## src/rtl/fetch_queue_if.sv

```systemverilog
// rtl/fetch_queue_if.sv - redirect, PTE-read, instruction-bus and decode-side signals of fetch_queue
interface fetch_queue_if #(
    parameter int ADDR_W = 64
);
    logic              redirect_valid;
    logic [ADDR_W-1:0] redirect_pc;
    logic              trans_on;

    logic              ptw_req;
    logic [ADDR_W-1:0] ptw_vaddr;
    logic              ptw_ok;
    logic [63:0]       ptw_pte;

    logic              ibus_valid;
    logic [ADDR_W-1:0] ibus_addr;
    logic              ibus_data_ok;
    logic [31:0]       ibus_data;

    logic              out_valid;
    logic              out_ready;
    logic [ADDR_W-1:0] out_pc;
    logic [31:0]       out_instr;

    modport master (
        input  redirect_valid, redirect_pc, trans_on,
        input  ptw_ok, ptw_pte, ibus_data_ok, ibus_data, out_ready,
        output ptw_req, ptw_vaddr, ibus_valid, ibus_addr,
        output out_valid, out_pc, out_instr
    );

    modport slave (
        output redirect_valid, redirect_pc, trans_on,
        output ptw_ok, ptw_pte, ibus_data_ok, ibus_data, out_ready,
        input  ptw_req, ptw_vaddr, ibus_valid, ibus_addr,
        input  out_valid, out_pc, out_instr
    );
endinterface

```

## src/rtl/fetch_queue.sv

```systemverilog
// rtl/fetch_queue.sv - fetch PC, optional PTE translation (FETCH_TRANS_EN), one-outstanding ibus fetch, DEPTH-entry {pc, instr} FIFO
module fetch_queue #(
    parameter int          ADDR_W = 64,
    parameter int          DEPTH  = 4,
    parameter logic [63:0] PCINIT = 64'h8000_0000
) (
    input  logic          clk,
    input  logic          reset,
    fetch_queue_if.master fq
);
    localparam int                PTR_W  = $clog2(DEPTH);
    localparam logic [ADDR_W-1:0] PC_RST = ADDR_W'(PCINIT);

    typedef enum logic [1:0] {IDLE, TRANS, FETCH} state_t;

    state_t            state_q, state_d;
    logic [ADDR_W-1:0] pc_q, pc_d;
    logic [ADDR_W-1:0] paddr_q, paddr_d;
    logic [ADDR_W-1:0] vaddr_q, vaddr_d;
    logic              kill_q, kill_d;

    logic [ADDR_W-1:0] pc_mem_q    [DEPTH];
    logic [31:0]       instr_mem_q [DEPTH];
    logic [PTR_W-1:0]  wr_ptr_q, rd_ptr_q;
    logic [PTR_W:0]    count_q;

    logic push, pop, flush, room, trans_en;
    logic unused_ok;

`ifdef FETCH_TRANS_EN
    assign trans_en     = fq.trans_on;
    assign fq.ptw_req   = (state_q == TRANS);
    // vaddr_q freezes the translated PC so a killed request stays unchanged while pc moves.
    assign fq.ptw_vaddr = (state_q == TRANS) ? vaddr_q : pc_q;
    assign unused_ok    = ^{fq.ptw_pte[63:55], fq.ptw_pte[9:0]};
`else
    assign trans_en     = 1'b0;
    assign fq.ptw_req   = 1'b0;
    assign fq.ptw_vaddr = '0;
    assign unused_ok    = ^{fq.trans_on, fq.ptw_ok, fq.ptw_pte, vaddr_q};
`endif

    assign flush = fq.redirect_valid;
    assign room  = (count_q < (PTR_W+1)'(DEPTH));
    assign pop   = (count_q != '0) && fq.out_ready && !flush;

    always_comb begin
        state_d = state_q;
        pc_d    = pc_q;
        paddr_d = paddr_q;
        vaddr_d = vaddr_q;
        kill_d  = kill_q;
        push    = 1'b0;
        unique case (state_q)
            IDLE: begin
                if (!fq.redirect_valid && room) begin
                    if (trans_en) begin
                        state_d = TRANS;
                        vaddr_d = pc_q;
                    end else begin
                        state_d = FETCH;
                        paddr_d = pc_q;
                    end
                end
            end
            TRANS: begin
`ifdef FETCH_TRANS_EN
                if (fq.ptw_ok) begin
                    if (kill_q || fq.redirect_valid) begin
                        state_d = IDLE;
                        kill_d  = 1'b0;
                    end else begin
                        state_d = FETCH;
                        paddr_d = ADDR_W'({fq.ptw_pte[54:10], vaddr_q[11:0]});
                    end
                end else if (fq.redirect_valid) begin
                    kill_d = 1'b1;
                end
`else
                state_d = IDLE;
`endif
            end
            FETCH: begin
                if (fq.ibus_data_ok) begin
                    state_d = IDLE;
                    kill_d  = 1'b0;
                    if (!kill_q && !fq.redirect_valid) begin
                        push = 1'b1;
                        pc_d = pc_q + ADDR_W'(4);
                    end
                end else if (fq.redirect_valid) begin
                    kill_d = 1'b1;
                end
            end
            default: state_d = IDLE;
        endcase
        // Redirect overrides any sequential PC advance.
        if (fq.redirect_valid) pc_d = fq.redirect_pc;
    end

    always_ff @(posedge clk) begin
        if (reset) begin
            state_q  <= IDLE;
            pc_q     <= PC_RST;
            paddr_q  <= '0;
            vaddr_q  <= PC_RST;
            kill_q   <= 1'b0;
            wr_ptr_q <= '0;
            rd_ptr_q <= '0;
            count_q  <= '0;
        end else begin
            state_q <= state_d;
            pc_q    <= pc_d;
            paddr_q <= paddr_d;
            vaddr_q <= vaddr_d;
            kill_q  <= kill_d;
            if (flush) begin
                wr_ptr_q <= '0;
                rd_ptr_q <= '0;
                count_q  <= '0;
            end else begin
                if (push) wr_ptr_q <= wr_ptr_q + PTR_W'(1);
                if (pop)  rd_ptr_q <= rd_ptr_q + PTR_W'(1);
                unique case ({push, pop})
                    2'b10:   count_q <= count_q + (PTR_W+1)'(1);
                    2'b01:   count_q <= count_q - (PTR_W+1)'(1);
                    default: count_q <= count_q;
                endcase
            end
        end
    end

    always_ff @(posedge clk) begin
        if (push) begin
            pc_mem_q[wr_ptr_q]    <= pc_q;
            instr_mem_q[wr_ptr_q] <= fq.ibus_data;
        end
    end

    assign fq.ibus_valid = (state_q == FETCH);
    assign fq.ibus_addr  = paddr_q;
    assign fq.out_valid  = (count_q != '0);
    assign fq.out_pc     = fq.out_valid ? pc_mem_q[rd_ptr_q] : '0;
    assign fq.out_instr  = fq.out_valid ? instr_mem_q[rd_ptr_q] : '0;
endmodule

```

## src/flat_wrapper.sv

```systemverilog
// flat-port wrapper written by rule: the top's interface ports become plain ports
module fetch_queue_flat 
#(
    parameter int          ADDR_W = 64,
    parameter int          DEPTH  = 4,
    parameter logic [63:0] PCINIT = 64'h8000_0000
)
  (clk, reset, fq_redirect_valid, fq_redirect_pc, fq_trans_on, fq_ptw_ok, fq_ptw_pte, fq_ibus_data_ok, fq_ibus_data, fq_out_ready, fq_ptw_req, fq_ptw_vaddr, fq_ibus_valid, fq_ibus_addr, fq_out_valid, fq_out_pc, fq_out_instr);
  fetch_queue_if #(.ADDR_W(ADDR_W)) fq_i ();
  input  logic clk;
  input  logic reset;
  input wire logic [$bits(fq_i.redirect_valid)-1:0] fq_redirect_valid;
  input wire logic [$bits(fq_i.redirect_pc)-1:0] fq_redirect_pc;
  input wire logic [$bits(fq_i.trans_on)-1:0] fq_trans_on;
  input wire logic [$bits(fq_i.ptw_ok)-1:0] fq_ptw_ok;
  input wire logic [$bits(fq_i.ptw_pte)-1:0] fq_ptw_pte;
  input wire logic [$bits(fq_i.ibus_data_ok)-1:0] fq_ibus_data_ok;
  input wire logic [$bits(fq_i.ibus_data)-1:0] fq_ibus_data;
  input wire logic [$bits(fq_i.out_ready)-1:0] fq_out_ready;
  output wire logic [$bits(fq_i.ptw_req)-1:0] fq_ptw_req;
  output wire logic [$bits(fq_i.ptw_vaddr)-1:0] fq_ptw_vaddr;
  output wire logic [$bits(fq_i.ibus_valid)-1:0] fq_ibus_valid;
  output wire logic [$bits(fq_i.ibus_addr)-1:0] fq_ibus_addr;
  output wire logic [$bits(fq_i.out_valid)-1:0] fq_out_valid;
  output wire logic [$bits(fq_i.out_pc)-1:0] fq_out_pc;
  output wire logic [$bits(fq_i.out_instr)-1:0] fq_out_instr;
  assign fq_i.redirect_valid = fq_redirect_valid;
  assign fq_i.redirect_pc = fq_redirect_pc;
  assign fq_i.trans_on = fq_trans_on;
  assign fq_i.ptw_ok = fq_ptw_ok;
  assign fq_i.ptw_pte = fq_ptw_pte;
  assign fq_i.ibus_data_ok = fq_ibus_data_ok;
  assign fq_i.ibus_data = fq_ibus_data;
  assign fq_i.out_ready = fq_out_ready;
  assign fq_ptw_req = fq_i.ptw_req;
  assign fq_ptw_vaddr = fq_i.ptw_vaddr;
  assign fq_ibus_valid = fq_i.ibus_valid;
  assign fq_ibus_addr = fq_i.ibus_addr;
  assign fq_out_valid = fq_i.out_valid;
  assign fq_out_pc = fq_i.out_pc;
  assign fq_out_instr = fq_i.out_instr;
  fetch_queue #(.ADDR_W(ADDR_W), .DEPTH(DEPTH), .PCINIT(PCINIT)) u_core (.clk(clk), .reset(reset), .fq(fq_i));
endmodule
```

## config.mk

```make
export PLATFORM = sky130hd
export DESIGN_NAME = fetch_queue_flat
export DESIGN_NICKNAME = d
export VERILOG_FILES = /design/src/rtl/fetch_queue_if.sv /design/src/rtl/fetch_queue.sv /design/src/flat_wrapper.sv
export SDC_FILE = /design/constraint.sdc
export NUM_CORES = 1
export LEC_CHECK = 0
export CELL_PAD_IN_SITES_DETAIL_PLACEMENT = 0
export CELL_PAD_IN_SITES_GLOBAL_PLACEMENT = 1
export CORE_ASPECT_RATIO = 0.9
export CORE_MARGIN = 5
export CORE_UTILIZATION = 23
export DETAILED_ROUTE_END_ITERATION = 8
export MAX_ROUTING_LAYER = met4
export PLACE_DENSITY_LB_ADDON = 0.25
export SLEW_MARGIN = 20
export SYNTH_ARGS = -nofsm -noshare
export SYNTH_HDL_FRONTEND = slang
export SYNTH_SLANG_ARGS = --single-unit
```

## constraint.sdc

```tcl
create_clock -name clk -period 6.2 [get_ports clk]
set_input_delay 0.62 -clock clk [delete_from_list [all_inputs] [get_ports clk]]
set_output_delay 0.62 -clock clk [all_outputs]
set_load 0.05 [all_outputs]
```

; Word level (Yosys, flattened, before mapping)
; Memory sizes are Yosys's and may differ from the RTL's. A register that Yosys moved wholly into a read port is not among the register bits.
; Index checks and enable logic that the tools add are counted.
[totals]
register_bits = 138
ramBits = 384
in_bits = 167
output_inout_bits = 227
wordCells = 58
mem_count = 2
[memory_table]
columns = memory, words, word_bits, rd, rd_clocked_by_memory_dff, write_ports, line
row1 = u_core.pc_mem_q, 4, 64, 1, 1, 1, fetch_queue.sv:22  ; logic [ADDR_W-1:0] pc_mem_q [DEPTH];
row2 = u_core.instr_mem_q, 4, 32, 1, 1, 1, fetch_queue.sv:23  ; logic [31:0] instr_mem_q [DEPTH];
[classes]
addsub = 5
magnitude_cmp = 1
n_eq_ne = 5
mux = 21
n_reduce_logical = 17
[op_table]
columns = op, count
row1 = $mux W64, 5
row2 = $add A64 B3 Y64 const B, 1
row3 = $mux W32, 1
row4 = $mux W2, 6
row5 = $reduce_bool A2 Y1, 4
row6 = $mux W1, 7
row7 = $pmux W3 S2, 1
row8 = $reduce_and A2 Y1, 3
row9 = $add A2 B1 Y2 const B, 2
row10 = $eq A2 B2 Y1 const B, 2
row11 = $logic_and A1 B1 Y1, 4
row12 = $pmux W2 S2, 1
row13 = $add A3 B1 Y3 const B, 1
row14 = $lt A3 B3 Y1 const B, 1
row15 = $reduce_and A3 Y1, 1
row16 = $reduce_bool A3 Y1, 1
row17 = $sub A3 B1 Y3 const B, 1
row18 = $eq A2 B1 Y1 const B, 1
row19 = $logic_not A1 Y1, 2
row20 = $logic_not A2 Y1, 1
row21 = $ne A2 B1 Y1 const B, 1
row22 = $ne A2 B2 Y1 const B, 1
row23 = $reduce_or A2 Y1, 1

; Logic depth before layout (Yosys ltp)
[logic_depth]
depth_word = 7
mapped_depth = 11
ltp_nobuf = 9

; Worst setup path after synthesis
; No wires, ideal clock.
[synth_path]
path_kind = register -> register
from = reg u_core.state_q[1]
to = mem u_core.instr_mem_q[0][0], enable pin
setup_time_ns = 0.466
arrival_time_ns = 3.496
required_time_ns = 5.734
slack_ns = 2.239
path_stages_with_launch = 5
path_buffers = 1
period_less_slack_ns = 3.961
cell_sequence = dfxtp_1 -> buf_4 -> nand3b_2 -> nor2_1 -> and2_1
[synth_between]
elab_chain_len = 4
[synth_rtl]
columns = element, line
row1 = "start, declared", fetch_queue.sv:16  ; state_t state_q, state_d;
row2 = "start signal, assigned", fetch_queue.sv:112  ; state_q <= state_d;
row3 = $eq A2 B2 Y1, fetch_queue.sv:54  ; unique case (state_q)
row4 = $mux W1, fetch_queue.sv:54
row5 = $mux W1, fetch_queue.sv:134  ; if (push) begin
row6 = $mux W1 (implied by the code), fetch_queue.sv:136  ; instr_mem_q[wr_ptr_q] <= fq.ibus_data;
row7 = "end, declared", fetch_queue.sv:23
; Every way passes these cells.

==> out/metrics.yaml <==
status: "finished, final reports clean"
yosys-top-cells-count: "384 x edfxtp_1, 161 x nand2_1, 139 x dfxtp_1"
drive_gt1_frac: 0.130
grt_usage: 0.129
grt_pass1_vias: 13327
path_clk_slew_ns: 0.06
seq_power_share: 0.495
grt-ovfl-total: 0
cts_tree: "built"
avgSynthCellArea_um2: 14.7
power_leakage_nw: 8.75
setup_slack_ns: 1.98
cts-resized-gates: 0
core_area_mm2: 0.0914
drt_iter0_drc: 775
die_area_mm2: 0.0986
fmax_mhz: 237
cp-end-kind: "output pin"
p_switching_mw: 1.84
synth_ff_type: "edfxtp_1"
via_per_inst: 4.22
htreeDepth: 2
hold_viol: 0
cts_inserted_buffers: 58
crit_path_start_kind: "flip-flop"
fin_worst_skew_ns: 0.0206
cp.required_ns: 5.58
arrival_ns: 3.60
hpwlAfterDp_um: 39900
place_ws_ns: 2.36
drv_cap: 0
first_pass_iters: 4
insertion_delay_ns: 0.63
antenna_found_initial: 8
hold_buffers: 0
critical_path_class: "flip-flop to output pin"
synth.distinct_cells: 51
ys_seq_area_frac: 0.673
synth_edf_count: 384
io_buffers: 262
synthTopCellsByArea: "edfxtp_1 54%, dfxtp_1 13%, mux4_2 10%"
num_vias: 12612
final_cell_area_mm2: 0.0270
cts_root_buf: "clkbuf_16"
final.period_utilization: 0.680
slew_viol_final: 0
synth_top_area_frac: 0.543
synth_most_common_cell: "edfxtp_1"
rsz0062_at_grt: "no"
num-nets-final: 1873
clkSinkCount: 523
crit_fanout: 30
setup_tns_ns: 0
die-height_um: 298
internal_power_mw: 6.05
p_clk_frac: 0.444
synthCells: 1448
swShare: 0.233
final_util: 0.295
pwr-share-comb: 0.061
synth-seq-cells: 523
grt_pass1_wl_um: 91800
die_w_um: 330
post-cts-setup-buffers: 0
ios: 394
gp_congestion: 0.720
async_flop_share: 0
start_util: 0.232
wl_um: 63200
grt_start_max_net_pins: 74
syn_area_mm2: 0.0213
antenna_left: 0
relSlewSlack: 0.348
dpl-instance-area_mm2: 0.0250
tightestPinTransition_ns: 0.978
setup_violations: 0
wl_per_cell_um: 21.2
peakVddDrop_v: 0.000217
syn_to_final_growth_pct: 27.1
min_period_ns: 4.22
cts_buffer_depth: 3
ys_warn_count: 0
cellPowerDensity_mw_per_mm2: 292
yosys.area.top_type: "edfxtp_1"
hp-class: "input pin to flip-flop"
std_cell_rows: 105
drc: 0
==> worst max-delay path, stage by stage (launching register included) <==
cell and delay, ns:
dfxtp_4 0.81, buf_4 0.61, mux4_2 0.57, and2_1 0.19, clkdlybuf4s50_1 0.72
==> power groups by stage <==
stage               clock network (mW)  registers, mW  logic [mW]
global route                      3.78           3.91       0.516
detailed placement                   0           3.98       0.488
floorplan                            0           4.00       0.282
global placement                     0           3.97       0.487
CTS                               3.62           3.90       0.490
finish                            3.50           3.90       0.482
==> cell usage in the layout, fill, tap and decap left out, drive strengths merged, types with 2 or more instances in the layout <==
master,synthesis,final
nand2,162,162
o31ai,2,2
a211oi,28,28
clkbuf,65,84
buf,87,19
o21bai,2,2
o21ai,9,9
o21a,2,2
dfxtp,139,139
diode,0,10
inv,11,13
nand3,18,18
or4,3,3
mux2i,17,17
nor4,10,10
mux4,96,96
a31oi,2,2
nand4,22,22
nand2b,2,2
a21oi,86,86
ha,6,6
and4,14,14
nand3b,2,2
nor3,13,13
xor2,38,38
and3,13,13
and2,103,103
bufinv,0,5
nor2,71,71
or3,10,10
or2,4,4
xnor2,18,18
conb,1,65
a311oi,4,4
clkinv,0,18
edfxtp,384,384
clkdlybuf4s50,0,260
==> per-stage QoR <==
stage          hold WS [ns]  power [mW]  std cells
3_5_place_dp          0.446        4.47       2869
5_1_grt               0.247        8.21       2983
6_report              0.258        7.88       2988
2_1_floorplan         0.461        4.28       1512
4_1_cts               0.214        8.01       2978
3_3_place_gp          0.447        4.46       2869
==> path summary, 6_finish.rpt <==
path                                                           start                              endpoint  slack [ns]  cells past startpoint
worst max-delay path                                       flip-flop                       fq_out_instr[3]        1.98                      4
worst min-delay path                                           reset  u_core.fq.ibus_addr[50]$_SDFFE_PP0P_        0.26                      2
worst max register to register           u_core.pc_q[4]$_SDFFE_PP0P_          u_core.pc_q[57]$_SDFFE_PP0P_        2.91                      7
worst min register to register  u_core.fq.ibus_addr[16]$_SDFFE_PP0P_  u_core.fq.ibus_addr[16]$_SDFFE_PP0P_        0.45                      2
==> final cells by class <==
type                       instances  area [um^2]
fill                            9281        64400
sequential                       523        14300
multi-input combinational        826         6320
timing repair buffer             279         2820
clock buffer                      84         1660
tap                             1230         1540
clock inverter                    25          284
inverter                          11         42.5
antenna                           10         25.0
==> logic make-up after synthesis <==
family | count (synthesis) | share of synthesized area
AOI/OAI and AO/OA | 136 | 0.0372
xor gates and xnor gates | 56 | 0.0231
adders and majority gates | 7 | 0.00447
buffers and inverters | 163 | 0.0418
DFF | 523 | 0.673
muxes | 113 | 0.110
other | 1 | 0.000176
and+or+nand+nor | 449 | 0.110
==> flip-flops by register name, summed over array words and instances (netlist names), named ones only <==
register             cells
u_core.instr_mem_q     128
u_core.kill_q            1
u_core.pc_mem_q        256
u_core.wr_ptr_q          2
u_core.state_q           1
u_core.count_q           3
u_core.fq.ibus_addr     64
u_core.rd_ptr_q          2
u_core.pc_q             64
==> per-layer routing <==
layer  share of wire  up-vias  GRT usage
met3           0.069       74     0.0320
li1                -     5770          -
met4           0.016        0     0.0254
met2            0.45      347      0.200
met1            0.46     6421      0.173
met5               0        -          -
(Power assumes the default switching activity.)
